==> config.mk <==
export PLATFORM = sky130hd
export DESIGN_NAME = coherence_bus_ctrl_flat
export DESIGN_NICKNAME = d
export VERILOG_FILES = /design/src/rtl/cpu_types_pkg.sv /design/src/rtl/coherence_bus_ctrl_if.sv /design/src/rtl/rr_arbiter.sv /design/src/rtl/coherence_bus_ctrl.sv /design/src/flat_wrapper.sv
export SDC_FILE = /design/constraint.sdc
export NUM_CORES = 1
export LEC_CHECK = 0
export ABC_AREA = 1
export BUFFER_PORTS_ARGS = -buffer_cell sky130_fd_sc_hd__buf_2
export CELL_PAD_IN_SITES_DETAIL_PLACEMENT = 1
export CELL_PAD_IN_SITES_GLOBAL_PLACEMENT = 2
export CORE_UTILIZATION = 20
export DETAILED_ROUTE_END_ITERATION = 8
export PLACE_DENSITY = 0.85
export SLEW_MARGIN = 10
export SYNTH_ARGS = -nofsm -noshare
export SYNTH_HDL_FRONTEND = slang
export SYNTH_SLANG_ARGS = --single-unit
==> constraint.sdc <==
create_clock -name CLK -period 4.9 [get_ports CLK]
set_clock_uncertainty 0.1 [all_clocks]
set_input_delay 0.245 -clock CLK [delete_from_list [all_inputs] [get_ports CLK]]
set_output_delay 0.245 -clock CLK [all_outputs]
set_load 0.02 [all_outputs]
==> src/rtl/cpu_types_pkg.sv <==
// Shared types for the coherence bus: RAM handshake states, bus FSM states and block geometry.
package cpu_types_pkg;

   typedef enum logic [1:0] {
      FREE   = 2'd0,
      BUSY   = 2'd1,
      ACCESS = 2'd2,
      ERROR  = 2'd3
   } ramstate_t;

   typedef enum logic [2:0] {
      IDLE  = 3'd0,
      SNOOP = 3'd1,
      C2C   = 3'd2,
      MEM   = 3'd3,
      WB    = 3'd4
   } bus_state_t;

   localparam int BLKWORDS_DEF = 2;
   localparam int SNOOP_LIMIT  = 64;

endpackage

==> src/rtl/coherence_bus_ctrl_if.sv <==
// Core-side and RAM-side signals of the coherence bus; master drives requests, slave is the controller.
interface coherence_bus_ctrl_if #(parameter int CPUS = 2);

   logic [CPUS-1:0]       iREN, iwait;
   logic [CPUS-1:0][31:0] iaddr;
   logic [31:0]           iload;
   logic [CPUS-1:0]       dREN, dWEN, dwait;
   logic [CPUS-1:0][31:0] daddr, dstore;
   logic [31:0]           dload;
   logic [CPUS-1:0]       cctrans, ccwrite, ccwait, ccinv;
   logic [31:0]           ccsnoopaddr;
   logic                  ramREN, ramWEN;
   logic [31:0]           ramaddr, ramstore, ramload;
   cpu_types_pkg::ramstate_t ramstate;

   modport master (
      output iREN, iaddr, dREN, dWEN, daddr, dstore, cctrans, ccwrite, ramload, ramstate,
      input  iwait, iload, dwait, dload, ccwait, ccinv, ccsnoopaddr,
             ramREN, ramWEN, ramaddr, ramstore
   );

   modport slave (
      input  iREN, iaddr, dREN, dWEN, daddr, dstore, cctrans, ccwrite, ramload, ramstate,
      output iwait, iload, dwait, dload, ccwait, ccinv, ccsnoopaddr,
             ramREN, ramWEN, ramaddr, ramstore
   );

endinterface

==> src/rtl/rr_arbiter.sv <==
// Combinational round-robin pick: first requester at or after ptr, wrapping modulo N.
module rr_arbiter #(
   parameter int N = 2,
   parameter int W = (N > 1) ? $clog2(N) : 1
) (
   input  logic [N-1:0] req,
   input  logic [W-1:0] ptr,
   output logic         valid,
   output logic [W-1:0] idx
);

   logic [W-1:0] cand;

   // NOTE: every variable written here gets a default first, so no path leaves it unassigned (no latch).
   always_comb begin
      valid = 1'b0;
      idx   = '0;
      cand  = ptr;
      for (int i = 0; i < N; i++) begin
         if (!valid && req[cand]) begin
            valid = 1'b1;
            idx   = cand;
         end
         cand = (cand == W'(N-1)) ? '0 : cand + 1'b1;
      end
   end

endmodule

==> src/rtl/coherence_bus_ctrl.sv <==
// Snooping coherence bus controller: round-robin data/instruction arbitration, snoop, cache-to-cache and RAM block transfers.
// Optional build macro SNOOP_TIMEOUT_EN adds a 64-cycle snoop timeout and the snoop_err pulse output.
module coherence_bus_ctrl
   import cpu_types_pkg::*;
#(
   parameter int CPUS     = 2,
   parameter int BLKWORDS = BLKWORDS_DEF
) (
   input  logic CLK,
   input  logic nRST,
   coherence_bus_ctrl_if.slave bus
`ifdef SNOOP_TIMEOUT_EN
   ,
   output logic snoop_err
`endif
);

   localparam int IW = (CPUS > 1) ? $clog2(CPUS) : 1;
   localparam int CW = (BLKWORDS > 1) ? $clog2(BLKWORDS) : 1;

   bus_state_t    state, next_state;
   logic [IW-1:0] g, s, drr, irr;
   logic [31:0]   addr_l;
   logic [CW-1:0] cnt;

   logic          d_valid, i_valid;
   logic [IW-1:0] d_idx, i_idx, sup;
   logic          all_ack, any_dirty, beat, last, xfer;

`ifdef SNOOP_TIMEOUT_EN
   logic [5:0] timer;
   logic       timeout;
   assign timeout = (state == SNOOP) && (timer == 6'(SNOOP_LIMIT - 1));
`endif

   function automatic logic [IW-1:0] next_idx(input logic [IW-1:0] x);
      return (x == IW'(CPUS-1)) ? '0 : x + 1'b1;
   endfunction

   rr_arbiter #(.N(CPUS), .W(IW)) u_darb (
      .req   (bus.cctrans | bus.dREN | bus.dWEN),
      .ptr   (drr),
      .valid (d_valid),
      .idx   (d_idx)
   );

   rr_arbiter #(.N(CPUS), .W(IW)) u_iarb (
      .req   (bus.iREN),
      .ptr   (irr),
      .valid (i_valid),
      .idx   (i_idx)
   );

   assign beat = (bus.ramstate == ACCESS);
   assign xfer = (state == C2C) || (state == MEM) || (state == WB);
   assign last = xfer && beat && (cnt == CW'(BLKWORDS - 1));

   // Snoop resolution: every other core must ack; the lowest dirty responder supplies the block.
   always_comb begin
      all_ack   = 1'b1;
      any_dirty = 1'b0;
      sup       = '0;
      for (int j = CPUS - 1; j >= 0; j--) begin
         if (j != int'(g)) begin
            if (!bus.cctrans[j]) all_ack = 1'b0;
            if (bus.ccwrite[j]) begin
               any_dirty = 1'b1;
               sup       = IW'(j);
            end
         end
      end
   end

   // NOTE: sequential state uses non-blocking assignments so every register samples pre-edge values.
   always_ff @(posedge CLK or negedge nRST) begin
      if (!nRST) begin
         state  <= IDLE;
         g      <= '0;
         s      <= '0;
         drr    <= '0;
         irr    <= '0;
         addr_l <= '0;
         cnt    <= '0;
`ifdef SNOOP_TIMEOUT_EN
         timer  <= '0;
`endif
      end else begin
         state <= next_state;
         if (state == IDLE && d_valid) begin
            g      <= d_idx;
            addr_l <= bus.daddr[d_idx];
         end
         if (state == IDLE && !d_valid && i_valid && beat)
            irr <= next_idx(i_idx);
         if (state == SNOOP && all_ack && any_dirty)
            s <= sup;
         if (xfer && beat) begin
            cnt <= last ? '0 : cnt + 1'b1;
            if (last) drr <= next_idx(g);
         end
`ifdef SNOOP_TIMEOUT_EN
         timer <= (state == SNOOP) ? timer + 1'b1 : '0;
`endif
      end
   end

   always_comb begin
      next_state = state;
      case (state)
         IDLE:
            if (d_valid) begin
               if (bus.cctrans[d_idx])   next_state = SNOOP;
               else if (bus.dWEN[d_idx]) next_state = WB;
               else                      next_state = MEM;
            end
         SNOOP:
            if (all_ack)
               next_state = any_dirty ? C2C : MEM;
`ifdef SNOOP_TIMEOUT_EN
            else if (timeout)
               next_state = MEM;
`endif
         C2C, MEM, WB:
            if (last) next_state = IDLE;
         default: next_state = IDLE;
      endcase
   end

   always_comb begin
      bus.iwait       = '1;
      bus.dwait       = '1;
      bus.iload       = '0;
      bus.dload       = '0;
      bus.ccwait      = '0;
      bus.ccinv       = '0;
      bus.ccsnoopaddr = '0;
      bus.ramREN      = 1'b0;
      bus.ramWEN      = 1'b0;
      bus.ramaddr     = '0;
      bus.ramstore    = '0;
`ifdef SNOOP_TIMEOUT_EN
      snoop_err       = 1'b0;
`endif
      // Outputs are forced to their reset values for as long as nRST is held low.
      if (nRST) begin
         case (state)
            IDLE:
               if (!d_valid && i_valid) begin
                  bus.ramREN  = 1'b1;
                  bus.ramaddr = bus.iaddr[i_idx];
                  bus.iload   = bus.ramload;
                  if (beat) bus.iwait[i_idx] = 1'b0;
               end
            SNOOP: begin
               for (int j = 0; j < CPUS; j++)
                  if (j != int'(g)) begin
                     bus.ccwait[j] = 1'b1;
                     bus.ccinv[j]  = bus.ccwrite[g];
                  end
               bus.ccsnoopaddr = addr_l;
`ifdef SNOOP_TIMEOUT_EN
               snoop_err = timeout && !all_ack;
`endif
            end
            C2C: begin
               for (int j = 0; j < CPUS; j++)
                  if (j != int'(g)) bus.ccwait[j] = 1'b1;
               bus.ccsnoopaddr = addr_l;
               bus.ramWEN      = 1'b1;
               bus.ramaddr     = bus.daddr[s];
               bus.ramstore    = bus.dstore[s];
               bus.dload       = bus.dstore[s];
               if (beat) begin
                  bus.dwait[g] = 1'b0;
                  bus.dwait[s] = 1'b0;
               end
            end
            MEM: begin
               bus.ramREN  = 1'b1;
               bus.ramaddr = bus.daddr[g];
               bus.dload   = bus.ramload;
               if (beat) bus.dwait[g] = 1'b0;
            end
            WB: begin
               bus.ramWEN   = 1'b1;
               bus.ramaddr  = bus.daddr[g];
               bus.ramstore = bus.dstore[g];
               if (beat) bus.dwait[g] = 1'b0;
            end
            default: ;
         endcase
      end
   end

endmodule

==> src/flat_wrapper.sv <==
// flat-port wrapper written by rule: the top's interface ports become plain ports
module coherence_bus_ctrl_flat import cpu_types_pkg::*;
#(
   parameter int CPUS     = 2,
   parameter int BLKWORDS = BLKWORDS_DEF
)
  (CLK, nRST, bus_iREN, bus_iaddr, bus_dREN, bus_dWEN, bus_daddr, bus_dstore, bus_cctrans, bus_ccwrite, bus_ramload, bus_ramstate, bus_iwait, bus_iload, bus_dwait, bus_dload, bus_ccwait, bus_ccinv, bus_ccsnoopaddr, bus_ramREN, bus_ramWEN, bus_ramaddr, bus_ramstore);
  coherence_bus_ctrl_if #(.CPUS(CPUS)) bus_i ();
  input  logic CLK;
  input  logic nRST;
  input wire logic [$bits(bus_i.iREN)-1:0] bus_iREN;
  input wire logic [$bits(bus_i.iaddr)-1:0] bus_iaddr;
  input wire logic [$bits(bus_i.dREN)-1:0] bus_dREN;
  input wire logic [$bits(bus_i.dWEN)-1:0] bus_dWEN;
  input wire logic [$bits(bus_i.daddr)-1:0] bus_daddr;
  input wire logic [$bits(bus_i.dstore)-1:0] bus_dstore;
  input wire logic [$bits(bus_i.cctrans)-1:0] bus_cctrans;
  input wire logic [$bits(bus_i.ccwrite)-1:0] bus_ccwrite;
  input wire logic [$bits(bus_i.ramload)-1:0] bus_ramload;
  input wire logic [$bits(bus_i.ramstate)-1:0] bus_ramstate;
  output wire logic [$bits(bus_i.iwait)-1:0] bus_iwait;
  output wire logic [$bits(bus_i.iload)-1:0] bus_iload;
  output wire logic [$bits(bus_i.dwait)-1:0] bus_dwait;
  output wire logic [$bits(bus_i.dload)-1:0] bus_dload;
  output wire logic [$bits(bus_i.ccwait)-1:0] bus_ccwait;
  output wire logic [$bits(bus_i.ccinv)-1:0] bus_ccinv;
  output wire logic [$bits(bus_i.ccsnoopaddr)-1:0] bus_ccsnoopaddr;
  output wire logic [$bits(bus_i.ramREN)-1:0] bus_ramREN;
  output wire logic [$bits(bus_i.ramWEN)-1:0] bus_ramWEN;
  output wire logic [$bits(bus_i.ramaddr)-1:0] bus_ramaddr;
  output wire logic [$bits(bus_i.ramstore)-1:0] bus_ramstore;
  assign bus_i.iREN = bus_iREN;
  assign bus_i.iaddr = bus_iaddr;
  assign bus_i.dREN = bus_dREN;
  assign bus_i.dWEN = bus_dWEN;
  assign bus_i.daddr = bus_daddr;
  assign bus_i.dstore = bus_dstore;
  assign bus_i.cctrans = bus_cctrans;
  assign bus_i.ccwrite = bus_ccwrite;
  assign bus_i.ramload = bus_ramload;
  assign bus_i.ramstate = bus_ramstate;
  assign bus_iwait = bus_i.iwait;
  assign bus_iload = bus_i.iload;
  assign bus_dwait = bus_i.dwait;
  assign bus_dload = bus_i.dload;
  assign bus_ccwait = bus_i.ccwait;
  assign bus_ccinv = bus_i.ccinv;
  assign bus_ccsnoopaddr = bus_i.ccsnoopaddr;
  assign bus_ramREN = bus_i.ramREN;
  assign bus_ramWEN = bus_i.ramWEN;
  assign bus_ramaddr = bus_i.ramaddr;
  assign bus_ramstore = bus_i.ramstore;
  coherence_bus_ctrl #(.CPUS(CPUS), .BLKWORDS(BLKWORDS)) u_core (.CLK(CLK), .nRST(nRST), .bus(bus_i));
endmodule
Word level (Yosys, flattened, before mapping) --
Index checks and enable logic that the tools add are counted.
Operators by class: add/subtract/negate cells 5, $mul 0, divide/modulo/power cells 0, order comparisons 11, equality and inequality tests 8, shifts and indexed selects 0, muxes and demuxes 95, bitwise logic cells 6, reductions and logical operators 26
Operators by type and width (number):
- $mux 32 | 21
- $pmux 32 s2 | 2
- $pmux 32 s3 | 1
- $mux 1 | 49
- $mux 2 | 11
- $lt 1x2->1 const B | 8
- $mux 3 | 5
- $logic_and 1x1->1 | 14
- $pmux 3 s3 | 1
- $eq 3x2->1 const B | 2
- $ne 2x1->1 const B | 3
- $not 2->2 | 3
- $reduce_or 2->1 | 3
- $add 1x1->1 const B | 5
- $or 2x2->2 | 2
- $pmux 2 s2 | 1
- $demux 1 s1 | 3
- $eq 3x1->1 const B | 1
- $eq 3x3->1 const B | 1
- $ge 1x1->1 const B | 3
- $logic_not 1->1 | 3
- $logic_not 3->1 | 1
- $reduce_and 3->1 | 1
- $reduce_or 3->1 | 1
- 5 further kinds | 6
Word-level totals: register bits 40, latch bits 0, RAM bits 0, ROM bits 0, memories 0

Longest topological paths before layout --
Gate-level depths: netlist of run 1.
word-level depth 15, mapped depth 9

By module --
Synthesis of run 1 repeated with hierarchy kept, for this count alone.
Second synthesis, totals: cells, all modules 1135, area, all modules 6366.1 um^2
By module, submodules not included:
- coherence_bus_ctrl | times used 1, cells each 1127, area an instance 6328.6 um^2, sequential area each 1001.0 um^2
- rr_arbiter | times used 2, cells each 4, area an instance 18.8 um^2, sequential area each 0.0 um^2

Least setup slack after synthesis of run 1 --
No wires, ideal clock.
path type reg-to-output, start point reg u_core.state[1], end point out bus_iload[0], arrival time 1.610 ns, path slack 2.945 ns, cell stages (with the launch flop) 8, cells stage by stage dfrtp_1 -> nor2_2 -> nand2_2 -> clkinv_2 -> nand2_1 -> or2_1 -> buf_6 -> nor3_1
On the way: cells in the longest elaborated chain, start to end 3
RTL lines:
- start: declaration | line coherence_bus_ctrl.sv:21 | bus_state_t state, next_state;
- start signal: assignment | line coherence_bus_ctrl.sv:88 | state <= next_state;
- $logic_not 3->1 | line coherence_bus_ctrl.sv:146 | case (state)
- $mux 32 | line coherence_bus_ctrl.sv:146
- $mux 32 | line coherence_bus_ctrl.sv:145 | if (nRST) begin
- end: declaration | line flat_wrapper.sv:22 | output wire logic [$bits(bus_i.iload)-1:0] bus_iload;
Every way passes these cells.

Final worst setup path of run 1 --
start point reg u_core.state[0], end point out bus_iwait[1]
On the way: cells in the longest elaborated chain, start to end 3
RTL lines:
- $logic_not 3->1 | line coherence_bus_ctrl.sv:146
- $mux 2 | line coherence_bus_ctrl.sv:146
- $mux 2 | line coherence_bus_ctrl.sv:145
- end: declaration | line flat_wrapper.sv:21 | output wire logic [$bits(bus_i.iwait)-1:0] bus_iwait;
Every way passes these cells.

==> results of run 1 <==
==> critical path, stage by stage, from the launching register on <==
cell,delay [ns]
dfrtp_1,0.48
nor2_2,0.09
nand2_2,0.11
clkinv_2,0.51
nand2_1,0.30
or2_2,0.89
nor2_2,0.10
nand3_1,0.11
buf_2,0.18
==> report_power, final <==
group / internal [uW] / total [uW] / switching [uW]
Clock: 257 / 430 / 174
Combinational: 897 / 3150 / 2250
Sequential: 500 / 560 / 60.6
==> logic make-up (layout without fill, tap and decap cells) <==
| group | after synthesis | count (layout) | share of synthesized area |
|---|---|---|---|
| AND/OR/NAND/NOR | 420 | 420 | 0.328 |
| buffers and inverters | 219 | 565 | 0.155 |
| AO/OA/AOI/OAI | 320 | 320 | 0.341 |
| other | 0 | 2 | 0 |
| flip-flops | 40 | 40 | 0.174 |
| multiplexers | 1 | 1 | 0.00174 |
==> per-layer routing <==
layer  part of all wire  vias up  GRT usage
met5            0.00030        -          0
met4              0.028        2     0.0812
met3              0.071       43     0.0453
met2               0.49      325      0.389
met1               0.41     4028      0.248
li1                   -     4083          -
==> cell usage after synthesis, types with 16 or more instances <==
cell type	count
a21oi_1	19
nor2_1	113
buf_2	16
dfrtp_1	40
nand2_1	207
a31oi_1	32
o21ai_0	138
o22ai_1	32
clkbuf_1	54
o2111ai_1	31
or2_2	18
o211ai_1	32
nor3_2	30
inv_1	126
nand3_1	40
o31ai_1	32
==> sequential cells by signal, indices dropped and copies added (netlist names) <==
name           cells
u_core.s           1
u_core.addr_l     32
u_core.cnt         1
u_core.g           1
u_core.drr         1
u_core.irr         1
u_core.state       3
==> what timing repair did <==
action	in CTS	in global routing
gates resized for setup	0	0
endpoints found under the hold margin	17	0
hold buffers	1	0
==> layout make-up <==
| type | instances | share of cell area |
|---|---|---|
| tap | 378 | 0.0574 |
| inverter | 130 | 0.0601 |
| multi-input combinational | 741 | 0.473 |
| timing repair buffer | 427 | 0.266 |
| antenna | 2 | 0.000607 |
| clock buffer | 6 | 0.0168 |
| sequential | 40 | 0.121 |
| clock inverter | 2 | 0.00470 |
==> path summary, 6_finish.rpt <==
kind,startpoint,endpoint,slack (ns),cells past startpoint
min,bus_daddr[58],u_core.addr_l[26],0.14,3
max,u_core.state[0],bus_iwait[1],1.46,8
max reg2reg,u_core.state[0],u_core.irr,2.02,8
min in group asynchronous,nRST,u_core.addr_l[23],0.50,2
min reg2reg,u_core.cnt,u_core.cnt,0.42,2
max in group asynchronous,nRST,u_core.addr_l[6],3.27,3
==> through the flow <==
step / utilization / power, uW
floorplan: - / 2630
global placement: 0.287 / 3680
detailed placement: 0.287 / 3750
CTS: 0.293 / 4200
global route: 0.294 / 4500
finish: 0.294 / 4140
==> results_dict.tcl, run 1 <==
set metrics [dict create \
    pre_cts_slack_ns 1.75 \
    netlist_instances 1000 \
    clockBufferDepth 2 \
    core_area_um2 28100 \
    row_count 61 \
    path_max_fanout 35 \
    async_flop_share 1.00 \
    seq_area_um2 1000 \
    avgSynthCellArea_um2 5.76 \
    numCtsBuffers 5 \
    setup_slack_ns 1.46 \
    critPathLaunchType "flip-flop" \
    detail-route-antenna-nets 0 \
    die_w_um 172 \
    path_clk_slew_ns 0.08 \
    ys_seq_area_frac 0.174 \
    yosysWarnings 0 \
    grt_pass1_wl_mm 48.6 \
    hold_violations 0 \
    drcViolationCount 0 \
    fin_cells 1726 \
    synth-seq-cells 40 \
    grt_setup_unrepaired "false" \
    yosysTopAreaCellShare 0.174 \
    slew_headroom 0.260 \
    multi_input_area_um2 3900 \
    setup_tns_ns 0 \
    synth_edf_count 0 \
    drv_slew 0 \
    antenna_found_initial 4 \
    synth_area_leaders "dfrtp_1 (17%), nand2_1 (13%), o21ai_0 (12%)" \
    maxCapViolations 0 \
    grtUsageTotal 0.216 \
    fp.dieH_um 172 \
    insertion_delay_ns 0.30 \
    root_buffer "clkbuf_16" \
    cts.sinks 40 \
    critPathArrivalTime_ns 3.09 \
    end_kind "output port" \
    post-route-min-period_ns 3.44 \
    setup_viol 0 \
    hold-worst-slack_ns 0.144 \
    final_common_cell "buf_2" \
    drtPass1Iterations 5 \
    period_share 0.701 \
    io_pins 408 \
    place_congestion 0.877 \
    syn-cell-area_um2 5760 \
    crit_type "flip-flop to output port" \
    worst_pin_slew_ns 1.11 \
    dieArea_um2 29500 \
    placement.cell_area_um2 8050 \
    leakagePower_uw 0.00451 \
    wl_per_cell_um 19.1 \
    drtIter0Drc 373 \
    fin_area_um2 8250 \
    htree_levels 2 \
    power_density_nw_per_um2 502 \
    grt_max_degree 81 \
    io_buffer_count 407 \
    fill_cells 3829 \
    hold_class "primary input to flip-flop" \
    start_util 0.205 \
    syn2layout_area_growth_pct 43.1 \
    dp_cells 1715 \
    vias_per_cell 4.91 \
    synth_cell_type_count 34 \
    grt_overflow 0 \
    vias 8481 \
    fin_nets 1583 \
    ir_drop_v 0.000187 \
    post_cts_buffers 0 \
    drive_above_1_share 0.370 \
    mostFrequentLayoutCells "buf_2 (406), nand2_1 (207), o21ai_0 (138), inv_1 (125), nor2_1 (112)" \
    ys.flop_type "dfrtp_1" \
    synth_fp_nets 1238 \
    wl_mm 33.0 \
    cts_tree "built" \
    hpwl_mm 24.4 \
    synth.largest_area_cell "dfrtp_1" \
    fmax_mhz 291 \
    required_ns 4.55 \
    status "complete, no violations" \
    grt_pass1_vias 8469 \
]
Note: power is estimated with default switching activity, not from simulation.
==> inputs of run 2 (changes only) <==
--- a/config.mk
+++ b/config.mk
@@ -9,9 +9,9 @@
 export BUFFER_PORTS_ARGS = -buffer_cell sky130_fd_sc_hd__buf_2
 export CELL_PAD_IN_SITES_DETAIL_PLACEMENT = 1
 export CELL_PAD_IN_SITES_GLOBAL_PLACEMENT = 2
-export CORE_UTILIZATION = 20
+export CORE_UTILIZATION = 19
 export DETAILED_ROUTE_END_ITERATION = 8
-export PLACE_DENSITY = 0.85
+export PLACE_DENSITY = 0.81
 export SLEW_MARGIN = 10
 export SYNTH_ARGS = -nofsm -noshare
 export SYNTH_HDL_FRONTEND = slang
==> constraint.sdc (replaced) <==
create_clock -name CLK -period 3.2 [get_ports CLK]
set_clock_uncertainty 0.1 [all_clocks]
set_input_delay 0.16 -clock CLK [delete_from_list [all_inputs] [get_ports CLK]]
set_output_delay 0.16 -clock CLK [all_outputs]
set_load 0.02 [all_outputs]
==> run 2 against run 1 <==
Effect of this change:
- sequential share of layout area fell by 0.14 points
- core utilization fell by 1.3 points
- register-to-register slack got worse by 0.96 ns
==> results_dict.tcl, run 2 (synthesis gave the netlist of run 1 again) <==
set metrics [dict create \
    power_density_nw_per_um2 765 \
    fmax_mhz 385 \
    setup_tns_ns 0 \
    insertion_delay_ns 0.29 \
    top_regs "u_core.addr_l x32, u_core.state x3" \
    maxCapViolations 0 \
    path_clk_slew_ns 0.07 \
    fin_nets 1586 \
    numCtsBuffers 5 \
    power.internal_uw 2590 \
    setup.worst_path.start "u_core.state[1]" \
    status "complete, no violations" \
    worstReg2RegEnd "u_core.irr" \
    dp_cells 1731 \
    leakagePower_uw 0.00455 \
    root_buffer "clkbuf_16" \
    required_ns 2.94 \
    cts.sinks 40 \
    min_delay_path_depth 3 \
    hpwl_mm 25.0 \
    fp.dieH_um 176 \
    drtIter0Drc 291 \
    core_area_um2 29700 \
    cpPeakStageDelay_ns 0.52 \
    wl_per_cell_um 19.2 \
    die_w_um 176 \
    pre_cts_slack_ns 0.828 \
    crit_slowest_cell "or2_2" \
    ctsResizeCount 0 \
    grt_pass1_wl_mm 49.9 \
    largest_register_ffs 32 \
    grt_pass1_vias 8689 \
    hold_violations 0 \
    wl_mm 33.4 \
    switching_share 0.594 \
    ir_drop_v 0.000376 \
    worstHoldStart "bus_ccwrite[1]" \
    regMostFlops "u_core.addr_l" \
    hold_end "u_core.s" \
    grt_setup_unrepaired "false" \
    end_kind "output port" \
    post_cts_buffers 0 \
    reg2reg_depth 8 \
    period_share 0.811 \
    grtUsageTotal 0.209 \
    placement.cell_area_um2 8160 \
    htree_levels 2 \
    ctsHoldBuffers 0 \
    vias_per_cell 4.89 \
    crit_type "flip-flop to output port" \
    combinationalPowerShare 0.765 \
    start_util 0.194 \
    antenna_found_initial 4 \
    io_pins 408 \
    rr_startpoint "u_core.state[1]" \
    critPathLaunchType "flip-flop" \
    dieArea_um2 31000 \
    post-route-min-period_ns 2.60 \
    final_common_cell "buf_2" \
    critPathArrivalTime_ns 2.34 \
    detail-route-antenna-nets 0 \
    grt_max_degree 72 \
    p_switching_uw 3790 \
    fin_cells 1741 \
    path_max_fanout 18 \
    setup_slack_ns 0.604 \
    crit_chain "nor2_2 > nand2_2 > clkinv_2 > nand2_1 > or2_2 > buf_4 > nor3_2 > buf_2" \
    worst_pin_slew_ns 0.819 \
    vias 8508 \
    grt_overflow 0 \
    place_congestion 0.812 \
    io_buffer_count 407 \
    cts_tree "built" \
    r2r_setup_slack_ns 1.06 \
    mostFrequentLayoutCells "buf_2 (406), nand2_1 (207), o21ai_0 (138), inv_1 (125), nor2_1 (112)" \
    drtPass1Iterations 4 \
    syn2layout_area_growth_pct 44.7 \
    hold_class "primary input to flip-flop" \
    slew_headroom 0.454 \
    clockBufferDepth 2 \
    fin_area_um2 8340 \
    drcViolationCount 0 \
    setup_viol 0 \
    row_count 63 \
    drive_above_1_share 0.372 \
    clockPowerShare 0.100 \
    drv_slew 0 \
    p_total_uw 6380 \
    pwr-share-seq 0.135 \
]
==> run 2: cell count changes in the layout (fill, tap and decap cells not counted), sizes merged <==
cell         change
clkinv           +1
dlygate4sd3      -1
buf              +4
inv              -1
==> run 2: worst max-delay path, delay by kind of cell (launching register included) <==
kind,cells,cell delay (ns)
simple gates,5,1.03
buf+inv,3,0.57
flops,1,0.44
==> run 2: worst max-delay path by stage <==
stage	end	slack [ns]	depth (start not counted)
global placement	bus_iload[23]	0.83	9
global route	bus_iload[26]	0.41	8
floorplan	bus_iload[0]	1.33	7
CTS	bus_iload[19]	0.57	8
detailed placement	bus_iload[23]	0.83	9
finish	bus_iload[23]	0.60	8
==> run 2: area by class of cell <==
cell class | instances | area, um^2
fill | 3963 | 21400
antenna | 2 | 5.00
sequential | 40 | 1000
multi-input combinational | 741 | 3900
clock inverter | 2 | 38.8
timing repair buffer | 430 | 2270
inverter | 130 | 494
clock buffer | 6 | 139
tap | 390 | 488
==> run 2: layer usage <==
| layer | global-route usage | routed length [um] | vias to the layer above |
|---|---|---|---|
| li1 | - | - | 4104 |
| met1 | 0.242 | 13900 | 4059 |
| met2 | 0.392 | 17000 | 313 |
| met3 | 0.0373 | 2050 | 30 |
| met4 | 0.0453 | 509 | 2 |
| met5 | 0 | 10 | - |
==> run 2: per-stage QoR <==
stage	utilization	hold WS, ns
CTS	0.281	0.0418
finish	0.281	0.0586
global route	0.281	0.0597
floorplan	-	-0.236
global placement	0.275	0.355
detailed placement	0.275	0.364
==> run 2: power groups by stage <==
stage	sequential (uW)	combinational (uW)	clock (uW)
3_3_place_gp	860	4850	0
3_5_place_dp	871	4950	0
5_1_grt	888	5390	686
4_1_cts	861	4960	671
2_1_floorplan	851	3180	0
6_report	862	4880	640
==> inputs of run 3 (changes only) <==
==> constraint.sdc (replaced) <==
create_clock -name CLK -period 2.6 [get_ports CLK]
set_clock_uncertainty 0.1 [all_clocks]
set_input_delay 0.13 -clock CLK [delete_from_list [all_inputs] [get_ports CLK]]
set_output_delay 0.13 -clock CLK [all_outputs]
set_load 0.02 [all_outputs]
==> run 3 against run 2 <==
Effect of this change:
- final cell count up 0.63%
- final area increased by 1.3%
- critical path type unchanged
- sequential cell count unchanged
- non-clock buffer count is 12 higher
- worst setup slack got worse by 0.39 ns
- largest power group unchanged
- first-iteration DRC count up 2.4%
- core utilization up 0.37 points
- die area unchanged
==> results_dict.tcl, run 3 (synthesis gave the netlist of run 1 again) <==
set metrics [dict create \
    top_regs "u_core.addr_l x32, u_core.state x3" \
    hpwl_mm 25.3 \
    cts_tree "built" \
    min_delay_path_depth 3 \
    hold_class "primary input to flip-flop" \
    io_buffer_count 407 \
    drtPass1Iterations 4 \
    grt_overflow 0 \
    syn2layout_area_growth_pct 46.6 \
    grt_setup_unrepaired "false" \
    root_buffer "clkbuf_16" \
    grt_pass1_vias 8636 \
    worstHoldStart "bus_daddr[33]" \
    ir_drop_v 0.000453 \
    place_congestion 0.825 \
    setup_viol 0 \
    post_cts_buffers 0 \
    hold-worst-slack_ns 0.0293 \
    grtUsageTotal 0.209 \
    status "complete, no violations" \
    wl_mm 33.3 \
    cts.sinks 40 \
    row_count 63 \
    fin_cells 1752 \
    clockBufferDepth 2 \
    fmax_mhz 419 \
    start_util 0.194 \
    insertion_delay_ns 0.30 \
    post-route-min-period_ns 2.39 \
    drtIter0Drc 298 \
    numCtsBuffers 5 \
    fp.dieH_um 176 \
    critPathLaunchType "flip-flop" \
    setup_tns_ns 0 \
    antenna_found_initial 3 \
    end_kind "output port" \
    reg2reg_depth 8 \
    path_clk_slew_ns 0.08 \
    io_pins 408 \
    drcViolationCount 0 \
    worst_pin_slew_ns 0.627 \
    htree_levels 2 \
    fill_cells 3942 \
    rr_startpoint "u_core.state[1]" \
    regMostFlops "u_core.addr_l" \
    dieArea_um2 31000 \
    path_max_fanout 34 \
    dp_cells 1742 \
    fin_nets 1598 \
    worstReg2RegEnd "u_core.irr" \
    die_w_um 176 \
    period_share 0.919 \
    detail-route-antenna-nets 0 \
    crit_type "flip-flop to output port" \
    power_density_nw_per_um2 945 \
    mostFrequentLayoutCells "buf_2 (406), nand2_1 (207), o21ai_0 (138), inv_1 (125), nor2_1 (112)" \
    grt_max_degree 67 \
    leakagePower_uw 0.00460 \
    maxCapViolations 0 \
    critPathArrivalTime_ns 2.16 \
    required_ns 2.37 \
    drv_slew 0 \
    largest_register_ffs 32 \
    hold_end "u_core.addr_l[1]" \
    post-route-util 0.284 \
    grt_pass1_wl_mm 49.9 \
    drive_above_1_share 0.378 \
    core_area_um2 29700 \
    r2r_setup_slack_ns 0.71 \
    wl_per_cell_um 19.0 \
    hold_violations 0 \
    vias 8482 \
    vias_per_cell 4.84 \
    final_common_cell "buf_2" \
    p_total_uw 7990 \
    slew_headroom 0.580 \
]
==> run 3: cell count changes in the layout (fill, tap and decap cells not counted), sizes merged <==
cell         previous run  this run
clkbuf                  6         5
diode                   2         1
buf                   430       441
dlygate4sd3             0         1
clkinvlp                0         1
==> run 3: power by group <==
group | internal (uW) | total, uW | switching, uW | leakage, uW
clock | 453 | 756 | 303 | 0.0000798
combinational | 1890 | 6170 | 4280 | 0.00404
sequential | 942 | 1060 | 121 | 0.000488
==> run 3: repair_timing <==
action / 4_1_cts / 5_1_grt
gates resized for setup: 0 / 6
hold buffers: 1 / 0
hold endpoints to repair: 40 / 0
endpoints found under the setup margin: 0 / 15
==> run 3: worst max-delay path by stage <==
stage / from / end / cells past startpoint
floorplan: u_core.state[1] / bus_iload[0] / 7
global placement: u_core.state[0] / bus_ramstore[2] / 5
detailed placement: bus_dWEN[0] / bus_iload[23] / 9
CTS: nRST / bus_ccsnoopaddr[29] / 7
global route: u_core.state[1] / bus_ramaddr[4] / 7
finish: u_core.state[1] / bus_ramaddr[4] / 7
==> run 3: layout make-up <==
class,instances,area [um^2],area share
multi-input cells,741,3910,0.463
repair buffers,442,2390,0.282
flip-flops and latches,40,1000,0.118
inverters,130,497,0.0588
well taps,390,488,0.0577
clock buffers,5,125,0.0148
clock inverters,3,42.5,0.00503
diodes,1,2.50,0.000296
==> run 3: worst max-delay path, cell delays in order, from the launching register on <==
cell and delay [ns]:
dfrtp_1 0.44, nor2_2 0.22, nand2_2 0.12, clkinv_2 0.06, buf_4 0.42, nand3_1 0.19
a31oi_1 0.19, buf_2 0.19
==> run 3: per-stage QoR <==
step	area, um^2	setup WS, ns
2_1_floorplan	5760	0.760
3_3_place_gp	8260	0.392
3_5_place_dp	8260	0.351
4_1_cts	8430	0.0686
5_1_grt	8450	0.0694
6_report	8450	0.212
==> run 3: per-layer routing <==
metal | global-route usage | up-vias | part of all wire
met2 | 0.391 | 288 | 0.51
met4 | 0.0558 | 4 | 0.022
li1 | - | 4118 | -
met1 | 0.236 | 4039 | 0.41
met5 | 0 | - | 0.00066
met3 | 0.0435 | 33 | 0.062
